File: config.mk
export PLATFORM = sky130hd
export DESIGN_NAME = edge_stream_host
export DESIGN_NICKNAME = d
export VERILOG_FILES = /design/src/rtl/edge_stream_host.sv
export SDC_FILE = /design/constraint.sdc
export NUM_CORES = 1
export LEC_CHECK = 0
export CORE_MARGIN = 2
export CORE_UTILIZATION = 44
export CTS_CLUSTER_DIAMETER = 100
export CTS_CLUSTER_SIZE = 8
export DETAILED_ROUTE_END_ITERATION = 6
export GPL_TIMING_DRIVEN = 0
export HOLD_SLACK_MARGIN = 0.06
export PLACE_DENSITY = 0.77
export RECOVER_POWER = 50
export SLEW_MARGIN = 20
export SYNTH_ARGS = -nofsm -noshare
export SYNTH_HDL_FRONTEND = slang
export SYNTH_SLANG_ARGS = --single-unit
File: constraint.sdc
create_clock -name clk -period 1.7 [get_ports clk]
set_input_delay 0.34 -clock clk [delete_from_list [all_inputs] [get_ports clk]]
set_output_delay 0.34 -clock clk [all_outputs]
set_load 0.005 [all_outputs]
File: src/rtl/edge_stream_host.sv
// Host driver for the edge chip: streams an image out, packs result rows back.
// Optional capture watchdog: define EDGE_STREAM_HOST_TIMEOUT_EN.
module edge_stream_host #(
  parameter int IMG_DIM     = 20,
  parameter int BIT_LENGTH  = 5,
  parameter int PIX_PER_CYC = 5,
  parameter int TIMEOUT_W   = 16
) (
  input  logic                              clk,
  input  logic                              reset,
  input  logic                              start,
  output logic                              busy,
  output logic                              done,
  output logic                              mem_re,
  output logic [6:0]                        mem_addr,
  input  logic [PIX_PER_CYC*BIT_LENGTH-1:0] mem_rdata,
  output logic [BIT_LENGTH-1:0]             pixel_out0,
  output logic [BIT_LENGTH-1:0]             pixel_out1,
  output logic [BIT_LENGTH-1:0]             pixel_out2,
  output logic [BIT_LENGTH-1:0]             pixel_out3,
  output logic [BIT_LENGTH-1:0]             pixel_out4,
  output logic                              load_end,
  input  logic                              edge_out,
  input  logic                              readable,
  output logic                              res_we,
  output logic [4:0]                        res_addr,
  output logic [IMG_DIM-1:0]                res_data,
  output logic                              error
);

  localparam int WW = PIX_PER_CYC * BIT_LENGTH;
  localparam int NWORDS = IMG_DIM * IMG_DIM / PIX_PER_CYC;
  localparam logic [6:0] LAST_WORD = 7'(NWORDS - 1);
  localparam logic [4:0] LAST_IDX = 5'(IMG_DIM - 1);

  typedef enum logic [2:0] {
    IDLE, FETCH, STREAM, CAPTURE, LAST, DONE
  } state_t;

  state_t state;

  logic [WW-1:0]      word_q;
  logic               rd_pend;
  logic [6:0]         rd_addr;
  logic [4:0]         col;
  logic [4:0]         row;
  logic [IMG_DIM-1:0] rowbuf;
  logic               to_fire;

  assign pixel_out0 = word_q[0*BIT_LENGTH +: BIT_LENGTH];
  assign pixel_out1 = word_q[1*BIT_LENGTH +: BIT_LENGTH];
  assign pixel_out2 = word_q[2*BIT_LENGTH +: BIT_LENGTH];
  assign pixel_out3 = word_q[3*BIT_LENGTH +: BIT_LENGTH];
  assign pixel_out4 = word_q[4*BIT_LENGTH +: BIT_LENGTH];

`ifdef EDGE_STREAM_HOST_TIMEOUT_EN
  localparam logic [TIMEOUT_W-1:0] TO_ALL = '1;

  logic [TIMEOUT_W-1:0] to_cnt;
  logic                 err_q;

  // Fires on the idle cycle that would take the counter to all-ones.
  assign to_fire = (state == CAPTURE) && !readable
                && (to_cnt == TO_ALL - TIMEOUT_W'(1));
  assign error = err_q;

  always_ff @(posedge clk) begin
    if (reset) begin
      to_cnt <= '0;
      err_q  <= 1'b0;
    end else begin
      if (state == IDLE && start)
        err_q <= 1'b0;
      else if (to_fire)
        err_q <= 1'b1;
      if (state != CAPTURE || readable)
        to_cnt <= '0;
      else
        to_cnt <= to_cnt + TIMEOUT_W'(1);
    end
  end
`else
  assign to_fire = 1'b0;
  assign error   = 1'b0;
`endif

  always_ff @(posedge clk) begin
    if (reset) begin
      state    <= IDLE;
      busy     <= 1'b0;
      done     <= 1'b0;
      mem_re   <= 1'b0;
      mem_addr <= '0;
      word_q   <= '0;
      load_end <= 1'b0;
      rd_pend  <= 1'b0;
      rd_addr  <= '0;
      res_we   <= 1'b0;
      res_addr <= '0;
      res_data <= '0;
      col      <= '0;
      row      <= '0;
      rowbuf   <= '0;
    end else begin
      res_we  <= 1'b0;
      rd_pend <= mem_re;
      rd_addr <= mem_addr;
      // Read data lands one cycle after the request; register it out.
      if (rd_pend) begin
        word_q   <= mem_rdata;
        load_end <= (rd_addr == LAST_WORD);
      end else begin
        word_q   <= '0;
        load_end <= 1'b0;
      end

      unique case (state)
        IDLE: begin
          if (start) begin
            state    <= FETCH;
            busy     <= 1'b1;
            mem_re   <= 1'b1;
            mem_addr <= '0;
          end
        end
        FETCH: begin
          state    <= STREAM;
          mem_re   <= 1'b1;
          mem_addr <= 7'd1;
        end
        STREAM: begin
          if (mem_re) begin
            if (mem_addr == LAST_WORD)
              mem_re <= 1'b0;
            else
              mem_addr <= mem_addr + 7'd1;
          end
          if (load_end)
            state <= CAPTURE;
        end
        CAPTURE: begin
          if (to_fire) begin
            state  <= DONE;
            done   <= 1'b1;
            col    <= '0;
            rowbuf <= '0;
          end else if (readable) begin
            rowbuf[col] <= edge_out;
            if (col == LAST_IDX) begin
              col      <= '0;
              res_we   <= 1'b1;
              res_addr <= row;
              res_data <= {edge_out, rowbuf[IMG_DIM-2:0]};
              if (row == LAST_IDX)
                state <= LAST;
              else
                row <= row + 5'd1;
            end else begin
              col <= col + 5'd1;
            end
          end
        end
        LAST: begin
          state <= DONE;
          done  <= 1'b1;
        end
        DONE: begin
          state  <= IDLE;
          done   <= 1'b0;
          busy   <= 1'b0;
          col    <= '0;
          row    <= '0;
          rowbuf <= '0;
        end
        default: state <= IDLE;
      endcase
    end
  end

endmodule

Word level (Yosys, flattened, before mapping) --
Cells that the tools add are included.
Cells by class: add/sub/neg operators 3, equality and inequality tests 17, reductions and logical operators 15, muxes and demuxes 29, order comparisons 2, bitwise gates (word level) 3
Operators with widths (count):
- 20-bit one-hot mux with 2 select lines | 1
- 5-bit 2-to-1 mux | 5
- 7-bit 2-to-1 mux | 3
- 7-bit one-hot mux with 3 select lines | 1
- 20-bit bitwise mux | 1
- 20-bit 2-to-1 mux | 1
- 5-bit one-hot mux with 2 select lines | 2
- 2-bit inequality test, second input constant | 8
- 3-bit 2-to-1 mux | 5
- 3-bit one-hot mux with 5 select lines | 1
- 7-bit == test, second input constant | 2
- 5-bit by 1-bit adder with 5-bit output, second input constant | 2
- 5-bit == test, second input constant | 2
- 4-bit AND reduction | 2
- 7-bit by 1-bit adder with 7-bit output, second input constant | 1
- 3-bit by 2-bit == test with 1-bit output, second input constant | 2
- 3-bit == test, second input constant | 2
- 5-bit by 6-bit less-than comparator with 1-bit output, second input constant | 1
- 2-bit AND reduction | 3
- 2-bit nonzero test | 3
- 1-bit demux with 5-bit select | 1
- 5-bit by 1-bit greater-or-equal comparator with 1-bit output, second input constant | 1
- 1-bit 2-to-1 mux | 5
- 5-bit AND reduction | 1
- other kinds (10) | 13
Word-level totals: word-level logic and storage cells 84, output and inout port bits 63, flip-flop bits (word level) 103

Depth between registers and ports, before layout --
depth after elaboration 7, mapped depth 8, gate-level depth less buffers 5

Worst setup path before layout --
Ideal clock, no wire load.
path type register to register, start register col[0], end register row[4], setup time 0.075 ns, cell stages (with the launch flop) 7, clock period less this slack 1.702 ns, slack -0.002 ns, required time 1.625 ns, buffers on the path 1, arrival 1.627 ns, cells stage by stage dfxtp_1 -> ha_1 -> and2_1 -> clkbuf_1 -> a21oi_2 -> or4_1 -> o22ai_1
Between the ends: cells in the longest elaborated chain, start to end 3
RTL lines:
- start, declared | RTL line 45 | logic [4:0] col;
- start signal, assigned | RTL line 159 | col <= col + 5'd1;
- 5-bit == test | RTL line 149 | if (col == LAST_IDX) begin
- 2-bit inequality test (no line)
- 4-bit AND reduction (no line)
- end signal, assigned | RTL line 157 | row <= row + 5'd1;
- end, declared | RTL line 46 | logic [4:0] row;
Every way passes these cells. A chain may end at the register's enable or synchronous reset.

Worst setup path in the final report --
start register mem_addr[2], end output port mem_addr[2]
RTL lines:
- start, declared | RTL line 15 | output logic [6:0] mem_addr,
- start signal, assigned | RTL line 136 | mem_addr <= mem_addr + 7'd1;
No word-level cell between the ends.

==> results.sh <==
export IMPL_worstMarginPinSlew_ns=0.521
export IMPL_syn_cell_area_mm2=0.00392
export IMPL_cts_tree="yes"
export IMPL_clkTransAtPathRegs_ns=0.09
export IMPL_ant_nets=0
export IMPL_clock_sink_count=102
export IMPL_n_antenna_cell=0
export IMPL_fmax_mhz=592
export IMPL_power_leakage_nw=2.08
export IMPL_hold_path_class="input port to flip-flop"
export IMPL_port_buffers=89
export IMPL_wl_mm=9.45
export IMPL_core_area_mm2=0.00868
export IMPL_avgViaCountPerCell=5.28
export IMPL_fin_crit_ns=1.69
export IMPL_drc=0
export IMPL_status="completed"
export IMPL_grt_overflow=0
export IMPL_grt_max_degree=17
export IMPL_worstSetupStartpointType="flip-flop"
export IMPL_crit_type="flip-flop to output pin"
export IMPL_slowest_delay_ns=0.54
export IMPL_ios=93
export IMPL_ys_ff_latch=102
export IMPL_grt_pass1_wl_mm=15.3
export IMPL_final_nets=579
export IMPL_skew_ns=0.0123
export IMPL_netlist_cell_type_count=49
export IMPL_ctsRootBufferMaster="clkbuf_8"
export IMPL_critPathTopFamily="buffers and inverters"
export IMPL_rsz0062_at_grt="true"
export IMPL_vdd_ir_drop_max_uv=537
export IMPL_power_density_mw_per_mm2=779
export IMPL_max_cap_viol_count=0
export IMPL_hold_buffers=0
export IMPL_cts_path_max_buffers=2
export IMPL_synth_area_leaders="dfxtp_1 (52%), a21oi_1 (6.0%), nand2_1 (5.6%), and2_1 (4.3%), mux2i_1 (4.1%)"
export IMPL_yosysMostFrequentCell="dfxtp_1"
export IMPL_die_h_um=98.4
export IMPL_h_tree_depth=3
export IMPL_vias=3462
export IMPL_firstDrtPassIters=4
export IMPL_crit_slowest_cell="clkdlybuf4s50_1"
export IMPL_synthTopCellsByCount="dfxtp_1 (102), nand2_1 (58), a21oi_1 (47)"
export IMPL_synth_edf_count=0
export IMPL_numCtsBuffers=9
export IMPL_clk_latency_ns=0.37
export IMPL_synth_top_cell_by_area="dfxtp_1"
export IMPL_synth_top_area_share_pct=52.1
export IMPL_dieWidth_um=98.4
export IMPL_syn_inst=438
export IMPL_cp_end_kind="output pin"
export IMPL_cp_arrival_ns=1.35
export IMPL_finalPower_mw=4.12
export IMPL_route_detailed_wl_per_inst_um=14.4
export IMPL_finalSetupViolations=0
export IMPL_min_period_over_period_pct=99.4
export IMPL_path_buf_inv=1
export IMPL_slew_viol_final=0
export IMPL_hold_violations=0
export IMPL_ys_warn_count=0
export IMPL_holdWs_ns=0.413
export IMPL_area_growth_pct=35.1
export IMPL_drive_gt1_share_pct=11.3
export IMPL_drt_iter0_markers=141
export IMPL_required_ns=1.36
export IMPL_crit_fanout=6
export IMPL_synth_ff_type="dfxtp_1"
export IMPL_start_util_pct=45.2
export IMPL_path_cells="clkdlybuf4s50_1"
export IMPL_post_synth_cell_area_avg_um2=8.95
export IMPL_track_usage_pct=19.1
export IMPL_grt_pass1_vias=3370
export IMPL_ys_seq_area_share_pct=52.1
export IMPL_rows=34
export IMPL_fp_dieArea_mm2=0.00968
export IMPL_gp_congestion=0.870
export IMPL_dpl_hpwl_mm=6.77
export IMPL_max_slew_margin_pct=65.2
export IMPL_async_flop_share_pct=0
export IMPL_syn_nets=474
export IMPL_antenna_found_initial=0
==> layout make-up <==
class,instances,area [um^2]
buffer,27,153
clock buffer,12,145
clock inverter,4,32.5
fill,727,3380
inverter,7,26.3
multi-input combinational,301,1810
sequential,102,2060
tap,108,135
timing repair buffer,95,933
==> layout by cell type (no fill, tap or decap), types with 3 or more instances in the layout <==
master,synthesis,routed
a211oi_1,4,4
a21oi_1,47,45
a21oi_2,2,3
and2_0,1,10
and2_1,27,17
buf_2,9,5
buf_4,1,6
clkbuf_1,18,13
clkbuf_2,0,5
clkbuf_4,0,3
clkbuf_8,0,11
clkdlybuf4s50_1,0,59
dfxtp_1,102,92
dfxtp_2,0,7
dfxtp_4,0,3
dlygate4sd3_1,0,30
ha_1,6,5
inv_1,7,7
mux2i_1,16,16
nand2_1,58,58
nand3_1,26,25
nand3b_1,3,3
nand4_1,7,7
nor2_1,37,37
nor2b_1,8,8
nor3_1,9,8
nor3b_1,4,4
o21ai_0,8,7
or4_1,3,3
==> path summary, 6_finish.rpt <==
kind / start / endpoint / slack [ns] / cells after the start
hold / removal: reset / rd_addr[3] / 0.41 / 2
setup reg to reg: state[1] / mem_addr[0] / 0.02 / 6
setup / recovery: mem_addr[2] / mem_addr[2] / 0.01 / 1
hold reg to reg: rd_addr[1] / load_end / 0.43 / 2
==> registers in the layout, indices dropped and copies added, names as in the netlist, 3 cells and up <==
name      flops
word_q       25
res_data     20
rowbuf       19
mem_addr      7
rd_addr       7
col           5
res_addr      5
row           5
state         3
==> metal layers <==
layer	wire, um	vias to the layer above	GRT usage, %
li1	-	1710	-
met1	4080	1625	22.4
met2	4770	117	34.2
met3	525	10	5.15
met4	77	0	5.58
met5	0	-	0
==> power by group <==
| group | internal [mW] | switching (mW) |
|---|---|---|
| logic | 0.148 | 0.145 |
| registers | 2.42 | 0.0234 |
| clock network | 0.579 | 0.810 |
==> repair_timing <==
item | in CTS | in global routing
gates resized for setup | 22 | 28
pin swaps | 1 | 3
gates cloned | 0 | 0
setup buffers | 2 | 4
setup endpoints to repair | 34 | 63
hold endpoints to repair | 0 | 0
==> per-stage QoR <==
stage	setup TNS [ns]	instances	cell area (um^2)	util, %	worst slack, ns
2_1_floorplan	0	438	3920	-	0.0504
5_1_grt	-0.428	656	5300	61.0	-0.0440
3_3_place_gp	-18.80	635	4950	57.0	-0.563
3_5_place_dp	-21.34	635	4950	57.0	-0.638
4_1_cts	0	653	5200	59.9	0.00250
6_report	0	656	5300	61.0	0.0107
==> cell families after synthesis <==
group | after synthesis | synth area share [%]
and+or+nand+nor | 203 | 26.9
DFF | 102 | 52.1
AOI/OAI and AO/OA | 74 | 10.9
buffers and inverters | 35 | 3.73
muxes | 16 | 4.09
adders and majority gates | 6 | 1.92
other | 1 | 0.0957
xor gates and xnor gates | 1 | 0.223
Power figures use the tool's default switching activity.
